==> src/rtl/control_unit_pkg.sv <==
// Shared types and constants for the triangular-number processor.
// Holds the FSM state encoding, the ALU operation codes and the register indices.
package control_unit_pkg;

  localparam int DATA_W = 8;
  localparam int ADDR_W = 3;

  typedef enum logic [3:0] {
    IDLE  = 4'd0,
    INIT1 = 4'd1,
    INIT2 = 4'd2,
    INIT3 = 4'd3,
    K2    = 4'd4,
    K4    = 4'd5,
    K8    = 4'd6,
    K10   = 4'd7,
    CMP   = 4'd8,
    INC   = 4'd9,
    ACC   = 4'd10,
    OUT   = 4'd11,
    DONE  = 4'd12
  } state_t;

  typedef enum logic [1:0] {
    ALU_ADD = 2'd0,
    ALU_SUB = 2'd1,
    ALU_AND = 2'd2,
    ALU_OR  = 2'd3
  } alu_op_t;

  localparam logic [ADDR_W-1:0] R0 = 3'd0;
  localparam logic [ADDR_W-1:0] R1 = 3'd1;
  localparam logic [ADDR_W-1:0] R2 = 3'd2;
  localparam logic [ADDR_W-1:0] R3 = 3'd3;
  localparam logic [ADDR_W-1:0] R4 = 3'd4;
  localparam logic [ADDR_W-1:0] R5 = 3'd5;

  // 8-bit wrapping ALU shared by the datapath.
  function automatic logic [DATA_W-1:0] alu_eval(input alu_op_t op,
                                                 input logic [DATA_W-1:0] a,
                                                 input logic [DATA_W-1:0] b);
    logic [DATA_W-1:0] r;
    case (op)
      ALU_ADD: r = a + b;
      ALU_SUB: r = a - b;
      ALU_AND: r = a & b;
      ALU_OR:  r = a | b;
      default: r = '0;
    endcase
    return r;
  endfunction

endpackage

==> src/rtl/control_unit_datapath.sv <==
// Register file (R0 reads zero), ALU, write-source mux and output register.
// Driven entirely by control_unit; reports RData1 < RData2 back as lte.
module control_unit_datapath
  import control_unit_pkg::*;
(
  input  logic              clk,
  input  logic              reset,
  input  logic              RFSrcMuxSel,
  input  logic [ADDR_W-1:0] RAddr1,
  input  logic [ADDR_W-1:0] RAddr2,
  input  logic [ADDR_W-1:0] WAddr,
  input  logic              we,
  input  logic              OutPortEn,
  input  logic [1:0]        ALUop,
  output logic              lte,
  output logic [DATA_W-1:0] OutPort
);

  logic [DATA_W-1:0] regs [0:7];
  logic [DATA_W-1:0] rdata1;
  logic [DATA_W-1:0] rdata2;
  logic [DATA_W-1:0] alu_res;
  logic [DATA_W-1:0] wdata;

  assign rdata1  = (RAddr1 == R0) ? '0 : regs[RAddr1];
  assign rdata2  = (RAddr2 == R0) ? '0 : regs[RAddr2];
  assign alu_res = alu_eval(alu_op_t'(ALUop), rdata1, rdata2);
  assign wdata   = RFSrcMuxSel ? DATA_W'(1) : alu_res;
  assign lte     = (rdata1 < rdata2);

  always_ff @(posedge clk or negedge reset) begin
    if (!reset) begin
      for (int i = 0; i < 8; i++) regs[i] <= '0;
    end else if (we && (WAddr != R0)) begin
      regs[WAddr] <= wdata;
    end
  end

  always_ff @(posedge clk or negedge reset) begin
    if (!reset) OutPort <= '0;
    else if (OutPortEn) OutPort <= rdata1;
  end

endmodule

==> src/rtl/dedicated_processor.sv <==
// Processor top: the control_unit sequencer wired to its datapath.
module dedicated_processor
  import control_unit_pkg::*;
(
  input  logic              clk,
  input  logic              reset,
  input  logic              start,
  output logic              busy,
  output logic              done,
  output logic [DATA_W-1:0] OutPort
);

  logic              rf_src_sel;
  logic [ADDR_W-1:0] raddr1;
  logic [ADDR_W-1:0] raddr2;
  logic [ADDR_W-1:0] waddr;
  logic              wr_en;
  logic              out_en;
  logic [1:0]        alu_op;
  logic              lte;

  control_unit u_ctrl (
    .clk         (clk),
    .reset       (reset),
    .start       (start),
    .lte         (lte),
    .RFSrcMuxSel (rf_src_sel),
    .RAddr1      (raddr1),
    .RAddr2      (raddr2),
    .WAddr       (waddr),
    .we          (wr_en),
    .OutPortEn   (out_en),
    .ALUop       (alu_op),
    .busy        (busy),
    .done        (done)
  );

  control_unit_datapath u_dp (
    .clk         (clk),
    .reset       (reset),
    .RFSrcMuxSel (rf_src_sel),
    .RAddr1      (raddr1),
    .RAddr2      (raddr2),
    .WAddr       (waddr),
    .we          (wr_en),
    .OutPortEn   (out_en),
    .ALUop       (alu_op),
    .lte         (lte),
    .OutPort     (OutPort)
  );

endmodule

==> src/rtl/control_unit.sv <==
// Moore sequencer that drives the datapath through the 1..55 triangular-number program.
// Outputs decode from the current state only; anything not set in a state stays 0.
//
//   state | meaning
//   IDLE  | waiting for start, all outputs 0
//   INIT1 | R1 = 1
//   INIT2 | R2 = 0
//   INIT3 | R3 = 0
//   K2    | R4 = R1 + R1
//   K4    | R5 = R4 + R4
//   K8    | R5 = R5 + R5
//   K10   | R4 = R5 + R4 (loop limit 10)
//   CMP   | test R3 < R4
//   INC   | R3 = R3 + R1
//   ACC   | R2 = R2 + R3
//   OUT   | OutPort <= R2
//   DONE  | one-cycle done pulse
module control_unit
  import control_unit_pkg::*;
(
  input  logic              clk,
  input  logic              reset,
  input  logic              start,
  input  logic              lte,
  output logic              RFSrcMuxSel,
  output logic [ADDR_W-1:0] RAddr1,
  output logic [ADDR_W-1:0] RAddr2,
  output logic [ADDR_W-1:0] WAddr,
  output logic              we,
  output logic              OutPortEn,
  output logic [1:0]        ALUop,
  output logic              busy,
  output logic              done
);

  state_t state, state_nx;

  always_ff @(posedge clk or negedge reset) begin
    if (!reset) state <= IDLE;
    else        state <= state_nx;
  end

  always_comb begin
    state_nx    = IDLE;
    RFSrcMuxSel = 1'b0;
    RAddr1      = R0;
    RAddr2      = R0;
    WAddr       = R0;
    we          = 1'b0;
    OutPortEn   = 1'b0;
    ALUop       = ALU_ADD;
    busy        = 1'b1;
    done        = 1'b0;
    case (state)
      IDLE: begin
        busy     = 1'b0;
        state_nx = start ? INIT1 : IDLE;
      end
      INIT1: begin
        RFSrcMuxSel = 1'b1;
        WAddr       = R1;
        we          = 1'b1;
        state_nx    = INIT2;
      end
      INIT2: begin
        WAddr    = R2;
        we       = 1'b1;
        state_nx = INIT3;
      end
      INIT3: begin
        WAddr    = R3;
        we       = 1'b1;
        state_nx = K2;
      end
      K2: begin
        RAddr1   = R1;
        RAddr2   = R1;
        WAddr    = R4;
        we       = 1'b1;
        state_nx = K4;
      end
      K4: begin
        RAddr1   = R4;
        RAddr2   = R4;
        WAddr    = R5;
        we       = 1'b1;
        state_nx = K8;
      end
      K8: begin
        RAddr1   = R5;
        RAddr2   = R5;
        WAddr    = R5;
        we       = 1'b1;
        state_nx = K10;
      end
      K10: begin
        RAddr1   = R5;
        RAddr2   = R4;
        WAddr    = R4;
        we       = 1'b1;
        state_nx = CMP;
      end
      CMP: begin
        RAddr1   = R3;
        RAddr2   = R4;
        state_nx = lte ? INC : DONE;
      end
      INC: begin
        RAddr1   = R3;
        RAddr2   = R1;
        WAddr    = R3;
        we       = 1'b1;
        state_nx = ACC;
      end
      ACC: begin
        RAddr1   = R2;
        RAddr2   = R3;
        WAddr    = R2;
        we       = 1'b1;
        state_nx = OUT;
      end
      OUT: begin
        RAddr1    = R2;
        OutPortEn = 1'b1;
        state_nx  = CMP;
      end
      DONE: begin
        done     = 1'b1;
        state_nx = IDLE;
      end
      // Unused encodings fall back to IDLE with all outputs quiet.
      default: begin
        busy     = 1'b0;
        state_nx = IDLE;
      end
    endcase
  end

endmodule

==> config.mk <==
export PLATFORM = sky130hd
export DESIGN_NAME = dedicated_processor
export DESIGN_NICKNAME = d
export VERILOG_FILES = /design/src/rtl/control_unit_pkg.sv /design/src/rtl/control_unit_datapath.sv /design/src/rtl/dedicated_processor.sv /design/src/rtl/control_unit.sv
export SDC_FILE = /design/constraint.sdc
export NUM_CORES = 1
export LEC_CHECK = 0
export CORE_ASPECT_RATIO = 1.75
export CORE_MARGIN = 2
export CORE_UTILIZATION = 28
export CTS_CLUSTER_DIAMETER = 150
export CTS_CLUSTER_SIZE = 40
export DETAILED_ROUTE_END_ITERATION = 8
export SETUP_SLACK_MARGIN = 0.3
export SYNTH_ARGS = -nofsm -noshare
export SYNTH_HDL_FRONTEND = slang
export SYNTH_SLANG_ARGS = --single-unit
export TNS_END_PERCENT = 20
==> constraint.sdc <==
create_clock -name clk -period 6.9 [get_ports clk]
set_input_delay 1.38 -clock clk [delete_from_list [all_inputs] [get_ports clk]]
set_output_delay 1.38 -clock clk [all_outputs]
set_load 0.02 [all_outputs]
Yosys cells after proc, flatten, opt, wreduce, memory -nomap -nowiden. Cells that the tools add are included.

Input port bits: 3. Output and inout bits: 10. Register bits: 76. Logic and storage cells: 72.

Add/sub/neg operators: 1. Equal/unequal tests: 12. Reductions and logical operators: 18. Bitwise gates (word level): 3. $lt $le $gt $ge: 5. Multiplexer cells: 23.

Operators with widths (number): $bwmux W64 (1); $mux W8 (8); $bmux W8 S3 (2); $pmux W4 S11 (1); $pmux W3 S5 (2); $demux W8 S3 (1); $eq A4 B4 Y1 const B (5); $reduce_or A2 Y1 (9); $eq A4 B3 Y1 const B (4); $ge A4 B4 Y1 const B (3); $not A3 Y4 (3); $pmux W3 S4 (1); $reduce_or A12 Y1 (1); $reduce_or A9 Y1 (1); $add A8 B8 Y8 (1); $eq A4 B2 Y1 const B (2); $lt A8 B8 Y1 (1); $logic_not A3 Y1 (2); $mux W1 (6); $eq A4 B1 Y1 const B (1); $logic_not A4 Y1 (1); $lt A4 B1 Y1 const B (1); $mux W3 (1); $reduce_bool A3 Y1 (1); 2 further kinds (3).

Longest topological paths before layout.
Depth after elaboration: 11. Gate-level depth with buffers: 15.

Modules after synthesis. Synthesis repeated with hierarchy kept, for this count alone.

Cell total of the unflattened synthesis: 581. Area total of the unflattened synthesis: 5331.4 µm².

Modules (own cells, without submodules): control_unit_datapath (cells an instance 512, sequential area each 1776.7 µm², area an instance 4782.1 µm², instances 1); control_unit (cells an instance 69, sequential area each 100.1 µm², area an instance 549.3 µm², instances 1).

Worst setup path after synthesis. No wires, ideal clock.

Kind: flip-flop to flip-flop. Start point: reg u_ctrl.state[3]. End point: reg u_dp.regs[22] (netlist bit). Stages on the path, launching flop included: 15. Arrival: 2.820 ns. Path buffers: 2. Setup slack: 3.950 ns. Data required time: 6.770 ns. Path through: dfrtp_1 > buf_2 > nand2b_1 > buf_2 > o22a_1 > nand2_1 > a41oi_1 > ha_1 > inv_1 > fa_1 > o21bai_1 > a21oi_1 > or4_1 > nand3_1 > o21ai_0.

Word-level cells in the longest chain between the ends: 11.

Ends and longest elaborated chain: start: declaration (RTL line control_unit.sv:36) `state_t state, state_nx;`; start signal: assignment (RTL line control_unit.sv:40) `else state <= state_nx;`; $eq A4 B3 Y1 / $eq A4 B4 Y1 (equally long branches) (RTL line control_unit.sv:54) `case (state)`; $reduce_or A3 Y1 (no source line) / $reduce_or A2 Y1 (equally long branches); $pmux W3 S4 / $pmux W3 S5 (equally long branches) (RTL line control_unit.sv:54); $not A3 Y4 (on tied branches) (RTL line control_unit_datapath.sv:26, control_unit_datapath.sv:25); $bmux W8 S3 (on tied branches) (RTL line control_unit_datapath.sv:26, control_unit_datapath.sv:25); $mux W8 (on tied branches) (3 in series) (RTL line control_unit_datapath.sv:26, control_unit_datapath.sv:25); $add A8 B8 Y8 (RTL line control_unit_pkg.sv:44) `ALU_ADD: r = a + b;`; $mux W8 (RTL line control_unit_datapath.sv:28) `assign wdata = RFSrcMuxSel ? DATA_W'(1) : alu_res;`; $bwmux W64 (RTL line control_unit_datapath.sv:35) `regs[WAddr] <= wdata;`; end signal: indexed assignment (RTL line control_unit_datapath.sv:35); end: declaration (RTL line control_unit_datapath.sv:19) `logic [DATA_W-1:0] regs [0:7];`.

Parallel ways exist; a longest one is shown, timed or not. The select of a mux whose other input is x is not followed. A chain may end at the register's enable or synchronous reset.

Worst setup path in the final report.
Start point: reg u_ctrl.state[0]. End point: out busy.

Word-level cells in the longest chain between the ends: 3.

Ends and longest elaborated chain: $eq A4 B4 Y1, or another cell as far along (RTL line control_unit.sv:54); $reduce_or A12 Y1 (no source line) (*); $mux W1 (*) (RTL line control_unit.sv:54); end: declaration (RTL line dedicated_processor.sv:8) `output logic busy,`.

Mark *: on every way between the ends. The rest lies on a longest branch, timed or not.

==> results.cfg <==
[outcome]
status = completed

[detailed_routing]
route.detailed.drc = 0
met1_length_um = 3490
ant_nets = 0
vias = 2826
top_layer_used = met4
wl_per_cell_um = 18.2
drt_iter0_drc = 189
route.met3.wl_um = 305
drt-total-wl_um = 10100
via_per_inst = 5.11
drt-pass1-iter-count = 4
dr_wl_met2_um = 5540

[critical_path]
crit_path_max_fanout = 32
reg2reg_depth = 13
crit_type = flop to primary output
crit_path_start_kind = flop
regToRegEndpoint = u_dp.regs[38]
r2r-start = u_ctrl.state[3]
arrival_ns = 2.78
required_ns = 5.52
endpoint_kind = primary output
regToRegSetupSlack_ns = 2.87

[layout]
n_antenna_cell = 0
syn2layout_area_growth_pct = 13.9
layout_common_cells = 61 x dfrtp_1, 45 x o21ai_0, 31 x nand2_1
final_common_cell = dfrtp_1
drive_above_1_share_pct = 14.4
final_area_mm2 = 0.00413
num-fill-cells = 1341
final_nets = 396

[floorplan]
die_w_um = 90.0
dieArea_mm2 = 0.0139
rows = 55
ios = 13
die_y_um = 154
core_mm2 = 0.0128
start_util_pct = 28.3

[clock_tree]
clk_pin_slew_ns = 0.05
clock-sinks = 61
holdBufCountCts = 0
cts_resized = 0
cts_buffers = 9
cts_tree = yes
insertion_delay_ns = 0.34
ctsHtreeMaxLevel = 3
cts_setup_buffers = 0
cts-root-buf = clkbuf_16
cts_buffer_depth = 2

[grt]
antenna_found_initial = 0
grt_remaining_overflow = 0
grt.total_usage_pct = 15.2
grt_pass1_wl_um = 16100
grt_max_degree = 62
grt_pass1_vias = 3021

[synth]
synthArstFlopShare_pct = 100
yosysWarningCount = 0
ys_seq_area_share_pct = 42.1
syn_inst = 380
synth_cell_types = 50
avgSynthCellArea_um2 = 9.54
synthFlopType = dfrtp_1
synth_edf_count = 0
ys_seq_elements = 61
syn-num-nets = 399
syn_area_mm2 = 0.00362

[power]
p_leak_uw = 0.00175
peakVddDrop_mv = 0.0797
p_per_area_mw_per_mm2 = 197

[hold_path]
hold_path.class = flop to flop
hold_path_startpoint = u_dp.regs[58]
worstHoldPathCells = 0
hold_end = u_dp.regs[58]

[timing]
timing.fmax_mhz = 240
clock_skew_ns = 0.00659
min_period_ns = 4.16
hold_ws_ns = 0.373
rsz0062_at_grt = false
hold_viol_final = 0
tightestPinTransition_ns = 1.00
slew_violations = 0
post-route-period-util_pct = 60.3
setup_viol = 0
maxSlewHeadroom_pct = 33.1
tns_ns = 0

[place]
place.gp.congestion = 0.928
portBuffers = 12
dpl-instance-area_mm2 = 0.00383
hpwl_um = 7670

[flow_run]
max_cap_violations = 0
-- sequential cells by signal, summed over array words and instances, names as in the netlist --
register      count
u_dp.regs        49
u_dp.OutPort      8
u_ctrl.state      4
-- routing by layer --
layer / track usage [%] / up-vias
met4: 12.1 / 0
li1: - / 1326
met2: 28.5 / 78
met1: 14.2 / 1371
met5: 0 / -
met3: 2.83 / 51
-- kinds of logic after synthesis --
logic type / synth area share (%)
muxes: 13.8
and+or+nand+nor: 18.7
DFF: 42.1
buffers and inverters: 4.35
AOI/OAI and AO/OA: 13.8
xor gates and xnor gates: 1.45
adders and majority gates: 5.73
-- per-stage QoR --
step                      total power (uW)  utilization, %  std cells  setup slack, ns
after detailed placement               373            29.9        537             2.96
after global placement                 373            29.9        537             2.94
final                                  812            32.2        553             2.74
after global routing                   835            32.2        553             2.52
after floorplan                        365               -        380             3.95
after CTS                              820            32.2        553             2.74
-- cell type report --
type / instances / area, um2 / area share (%)
clock buffers: 12 / 246 / 5.97
well taps: 171 / 214 / 5.18
repair buffers: 13 / 123 / 2.97
inverters: 8 / 30.0 / 0.728
flip-flops and latches: 61 / 1530 / 37.0
multi-input cells: 284 / 1940 / 47.0
clock inverters: 4 / 47.5 / 1.15
-- synth_stat cells (all sizes together), types with 2 or more instances --
master  instances  area (um2)
dfrtp          61        1530
o21ai          46         230
nand2          32         123
mux2           30         338
nor2           28         110
nand3          17        90.1
a21oi          16        80.1
clkbuf         15        56.3
ha             15         188
mux2i          14         140
and2           12        75.1
buf            12        71.3
nand2b         12        75.1
inv             8        30.0
o22ai           7        50.1
and3            6        37.5
nand4           6        37.5
nor2b           6        37.5
xnor2           5        43.8
nor3            4        20.0
a211oi          3        27.5
o22a            3        26.3
nor4            2        12.5
o32ai           2        17.5
or2             2        12.5
or3             2        12.5
-- power breakdown --
part	total, uW	internal (uW)	switching (uW)
clock	445	288	158
combinational	8.15	1.25	6.90
sequential	358	358	0
-- worst max-delay path, cell delays in order (launching register included) --
cell,delay (ns)
dfrtp_1,1.00
or2_1,0.55
nor3_1,0.10
a21oi_1,0.16
clkdlybuf4s50_1,0.62
-- worst max path at each step --
stage / startpoint / to / slack, ns / cells after the start
3_5_place_dp: u_ctrl.state[0] / u_dp.regs[46] / 2.96 / 12
6_report: u_ctrl.state[0] / busy / 2.74 / 4
3_3_place_gp: u_ctrl.state[0] / u_dp.regs[38] / 2.94 / 12
5_1_grt: u_ctrl.state[0] / u_dp.regs[38] / 2.52 / 12
2_1_floorplan: u_ctrl.state[3] / u_dp.regs[22] / 3.95 / 14
4_1_cts: u_ctrl.state[0] / busy / 2.74 / 4
Note: power is estimated with default switching activity, not from simulation.
